--- src/rtl/universal_shift_reg.sv ---
// universal_shift_reg
//   WIDTH-bit register. It supports the following operations:
//   - async reset
//   - synchronous clear
//   - clock enable
//   - hold, parallel load, logical shift left/right and rotate left/right
//   A saturating shift counter and a one-cycle done pulse are included,
//   so the block can serve as a serializer/deserializer.
//
// Ports:
//   clk        rising-edge clock
//   rst        asynchronous active-high reset
//   sclr       synchronous clear (beats en/mode)
//   en         enable for mode operations
//   mode       000 hold, 001 load, 010 shl, 011 shr, 100 rol, 101 ror, 11x hold
//   d          parallel load data
//   ser_in_l   bit entering q[0] on shift left
//   ser_in_r   bit entering q[WIDTH-1] on shift right
//   q          register contents
//   ser_out_l  q[WIDTH-1]
//   ser_out_r  q[0]
//   shift_cnt  shifts/rotates since last load/clear, saturates at WIDTH
//   done       one-cycle pulse when shift_cnt reaches WIDTH
module universal_shift_reg #(
  parameter int unsigned           WIDTH       = 8,
  parameter logic [WIDTH-1:0]      RESET_VALUE = '0,
  localparam int unsigned          CntW        = $clog2(WIDTH + 1)
) (
  input  logic             clk,
  input  logic             rst,
  input  logic             sclr,
  input  logic             en,
  input  logic [2:0]       mode,
  input  logic [WIDTH-1:0] d,
  input  logic             ser_in_l,
  input  logic             ser_in_r,
  output logic [WIDTH-1:0] q,
  output logic             ser_out_l,
  output logic             ser_out_r,
  output logic [CntW-1:0]  shift_cnt,
  output logic             done
);

  typedef enum logic [2:0] {
    ModeHold = 3'b000,
    ModeLoad = 3'b001,
    ModeShl  = 3'b010,
    ModeShr  = 3'b011,
    ModeRol  = 3'b100,
    ModeRor  = 3'b101
  } mode_e;

  localparam logic [CntW-1:0] CntMax  = CntW'(WIDTH);
  localparam logic [CntW-1:0] CntLast = CntW'(WIDTH - 1);

  logic [WIDTH-1:0] r_q,    w_q_d;
  logic [CntW-1:0]  r_cnt,  w_cnt_d;
  logic             r_done, w_done_d;
  logic             w_shifting;

  always_comb begin
    w_q_d      = r_q;
    w_shifting = 1'b0;
    // Unlisted or unknown mode values fall to default and hold.
    case (mode)
      ModeLoad: w_q_d = d;
      ModeShl: begin
        w_q_d      = {r_q[WIDTH-2:0], ser_in_l};
        w_shifting = 1'b1;
      end
      ModeShr: begin
        w_q_d      = {ser_in_r, r_q[WIDTH-1:1]};
        w_shifting = 1'b1;
      end
      ModeRol: begin
        w_q_d      = {r_q[WIDTH-2:0], r_q[WIDTH-1]};
        w_shifting = 1'b1;
      end
      ModeRor: begin
        w_q_d      = {r_q[0], r_q[WIDTH-1:1]};
        w_shifting = 1'b1;
      end
      default: w_q_d = r_q;
    endcase
  end

  always_comb begin
    w_cnt_d  = r_cnt;
    w_done_d = 1'b0;
    if (mode == ModeLoad) begin
      w_cnt_d = '0;
    end else if (w_shifting && (r_cnt != CntMax)) begin
      w_cnt_d  = r_cnt + CntW'(1);
      // Pulse only on the WIDTH-1 -> WIDTH transition, never while saturated.
      w_done_d = (r_cnt == CntLast);
    end
  end

  always_ff @(posedge clk or posedge rst) begin
    if (rst) begin
      r_q    <= RESET_VALUE;
      r_cnt  <= '0;
      r_done <= 1'b0;
    end else if (sclr) begin
      r_q    <= RESET_VALUE;
      r_cnt  <= '0;
      r_done <= 1'b0;
    end else if (en) begin
      r_q    <= w_q_d;
      r_cnt  <= w_cnt_d;
      r_done <= w_done_d;
    end else begin
      r_done <= 1'b0;
    end
  end

  assign q         = r_q;
  assign ser_out_l = r_q[WIDTH-1];
  assign ser_out_r = r_q[0];
  assign shift_cnt = r_cnt;
  assign done      = r_done;

endmodule

--- config.mk ---
export PLATFORM = sky130hd
export DESIGN_NAME = universal_shift_reg
export DESIGN_NICKNAME = d
export VERILOG_FILES = /design/src/rtl/universal_shift_reg.sv
export SDC_FILE = /design/constraint.sdc
export NUM_CORES = 1
export LEC_CHECK = 0
export CAP_MARGIN = 20
export CORE_MARGIN = 2
export CORE_UTILIZATION = 42
export CTS_BUF_LIST = sky130_fd_sc_hd__clkbuf_4 sky130_fd_sc_hd__clkbuf_8
export DETAILED_ROUTE_END_ITERATION = 16
export MAX_ROUTING_LAYER = met4
export PLACE_DENSITY = 0.82
export SLEW_MARGIN = 10
export SYNTH_ARGS = -nofsm -noshare
export SYNTH_HDL_FRONTEND = slang
export SYNTH_SLANG_ARGS = --single-unit
--- constraint.sdc ---
create_clock -name clk -period 1.5 [get_ports clk]
set_clock_uncertainty 0.05 [all_clocks]
set_input_delay 0.3 -clock clk [delete_from_list [all_inputs] [get_ports clk]]
set_output_delay 0.3 -clock clk [all_outputs]
set_load 0.05 [all_outputs]
==> results.json <==
{
  "rr_endpoint": "shift_cnt[2]",
  "wl_met1_mm": 1.545,
  "maxUsedRoutingLayer": "met4",
  "die_w_um": 50.86,
  "seq_area_frac_synth": 0.3528,
  "rsz0062_at_grt": "yes",
  "finalSetupViolations": 2,
  "end_kind": "register",
  "whs_ns": 0.2955,
  "hold_viol_final": 0,
  "placedCellCount": 169,
  "syn_area_um2": 922.1,
  "max_freq_mhz": 628.6,
  "clock-sinks": 13,
  "dr_wl_met2_mm": 2.036,
  "path_depth": 7,
  "fin_total_pwr_mw": 1.306,
  "synth_seq_cells": 13,
  "max_slew.worst_pin.slew_ns": 0.5235,
  "drc": 0,
  "cts-root-buf": "clkbuf_4",
  "cts_buffer_depth": 2,
  "stdcell_count": 179,
  "slew_headroom": 0.6506,
  "min_period_over_period": 1.061,
  "synth.avg_cell_area_um2": 9.410,
  "gp_congestion": 0.7947,
  "timing.rr.start": "shift_cnt[0]",
  "wire_per_inst_um": 22.61,
  "worstPathRequired_ns": 1.62,
  "drv_slew": 0,
  "startpoint_type": "primary input",
  "violations": "setup timing",
  "yosysUniqueCellTypes": 31,
  "cts_tree": "built",
  "num_rows": 16,
  "synth_area_leaders": "dfrtp_1 (35%), mux2i_1 (9.8%), nor3_1 (8.1%)",
  "status": "complete, but fails checks",
  "dp_hpwl_mm": 2.077,
  "setup_slack_ns": -0.09080,
  "cp_max_fo": 4,
  "reg2reg_depth": 6,
  "post-route-min-period_ns": 1.591,
  "yosysTopAreaCellShare": 0.3528,
  "path_class": "in2reg",
  "grt_pass1_vias": 1135,
  "die-area_um2": 2586,
  "cts_inserted_buffers": 3,
  "first_iter_violations": 44,
  "grt_use_total": 0.2872,
  "grt_pass1_wl_mm": 5.292,
  "antenna_found_initial": 0,
  "max_stage_delay_ns": 0.29,
  "port_buffers": 31,
  "ios": 32,
  "worstSkewPairLatency_ns": 0.30,
  "cp_data_arrival_time_ns": 1.71,
  "die-height_um": 50.86,
  "drtPass1Iterations": 4,
  "layout-drive-gt1-share": 0.4803,
  "grt_max_degree": 14,
  "synth.net_count": 119,
  "crit_buf_inv": 3,
  "r2r_slack_ns": 0.02,
  "cp_slowest_cell": "nor3b_4",
  "power_density_nw_per_um2": 731.2,
  "met3_length_um": 275,
  "max_cap_viol_count": 0,
  "n_antenna_cell": 0,
  "grt_overflow": 0,
  "critical-path-top-delay-family": "buffers and inverters",
  "final_nets": 174,
  "ant_nets": 0,
  "critPathLaunch": "mode[2]",
  "fill_cells": 81,
  "routed_wl_mm": 4.048,
  "viasPerCell": 6.162,
  "ctsHoldBuffers": 0,
  "core-area_um2": 2022,
  "syn_to_final_growth_pct": 93.76,
  "syn-instance-count": 98,
  "crit_end": "q[2]",
  "clk_pin_slew_worst_paths_ns": 0.10,
  "yosysWarnings": 0,
  "initial_core_util": 0.4561,
  "hold_path_class": "in2async",
  "p_leak_nw": 0.7713,
  "vias": 1103,
  "crit_chain": "clkdlybuf4s15_2 > buf_4 > nor3b_4 > o31ai_4 > buf_16 > a211oi_2 > nor3_1",
  "cts-htree-levels": 1,
  "synth_area_leader_cell": "dfrtp_1",
  "vdd_ir_drop_max_uv": 693.2
}
[routing by layer]
metal	up-vias	track usage
li1	464	-
met5	-	-
met2	72	0.5329
met3	26	0.03509
met4	0	0.1351
met1	541	0.3021
[where the power goes]
part           switching, mW  internal [mW]  total (mW)  leakage, nW
logic                  0.321          0.306       0.627        0.580
clock network          0.148          0.122       0.270       0.0184
registers             0.0346          0.375       0.410        0.173
[area by class of cell]
class,count,area [µm²],area share
timing repair buffer,56,701.9,0.3929
multi-input combinational,73,670.6,0.3754
sequential,13,327.8,0.1835
tap,27,33.78,0.01891
clock buffer,4,30.03,0.01681
inverter,6,22.52,0.01261
[timing repair]
action | in CTS | in global routing
gates resized for setup | 19 | 14
endpoints found under the setup margin | 13 | 11
gates cloned | 1 | 0
pin swaps | 5 | 4
setup buffers | 2 | 3
[placed cells by master (no fill, tap or decap), types with 2 or more instances in the layout]
cell type        count
inv_1                3
mux2i_1              9
xnor2_1              2
ha_4                 3
inv_2                3
clkdlybuf4s50_1     12
a211oi_1             3
nor3_2               6
nor2_1              11
dfrtp_2              2
dlymetal6s2s_1       2
nand2_1              4
nand3b_1             2
buf_6                2
dfrtp_1             11
a211oi_2             4
buf_12              17
clkbuf_4             4
buf_4               20
nor3_1               9
[through the flow]
step	setup slack, ns	utilization	setup TNS (ns)	instance area (µm²)
4_1_cts	-0.01328	0.8416	-0.02949	1702
2_1_floorplan	-0.04801	-	-0.06648	938.4
6_report	-0.09080	0.8837	-0.1521	1787
3_3_place_gp	-0.5262	0.7723	-6.130	1562
3_5_place_dp	-0.6241	0.7723	-7.202	1562
5_1_grt	-0.1334	0.8837	-0.2509	1787
[worst min-delay path by stage]
| stage | from | endpoint | slack [ns] | cells after the start |
|---|---|---|---|---|
| after floorplan | rst | done | 0.13 | 1 |
| after global placement | shift_cnt[1] | shift_cnt[1] | 0.49 | 2 |
| after detailed placement | shift_cnt[1] | shift_cnt[1] | 0.51 | 2 |
| after CTS | rst | q[2] | 0.30 | 2 |
| after global routing | rst | shift_cnt[2] | 0.35 | 2 |
| final | rst | shift_cnt[2] | 0.30 | 2 |
[sequential cells by signal, indices dropped and copies added (netlist names)]
signal     flops
done           1
q              8
shift_cnt      4
[synthesized netlist by cell type]
master,instances
nand3b_1,2
mux2i_1,9
o31ai_1,1
buf_6,1
buf_2,1
nand2b_1,1
nor3_1,15
nor4b_1,2
xnor2_2,1
o31a_2,1
a21oi_1,1
buf_4,2
inv_1,6
o31ai_4,1
o41ai_2,1
a21o_1,1
nor2_1,11
xnor2_1,2
a211oi_1,7
nor3b_2,2
o311ai_0,1
ha_1,4
o21ai_0,1
nand2_1,4
and3_1,1
and3b_1,1
dfrtp_1,13
nor4_1,1
clkbuf_1,2
nor2b_1,1
nand3_1,1
[cell families after synthesis]
| group | share of synthesized area |
|---|---|
| and+or+nand+nor | 0.2469 |
| AOI/OAI and AO/OA | 0.1452 |
| DFF | 0.3528 |
| buffers and inverters | 0.06648 |
| muxes | 0.09770 |
| adders and majority gates | 0.05428 |
| xor gates and xnor gates | 0.03664 |
Note: power is estimated with default switching activity, not from simulation.
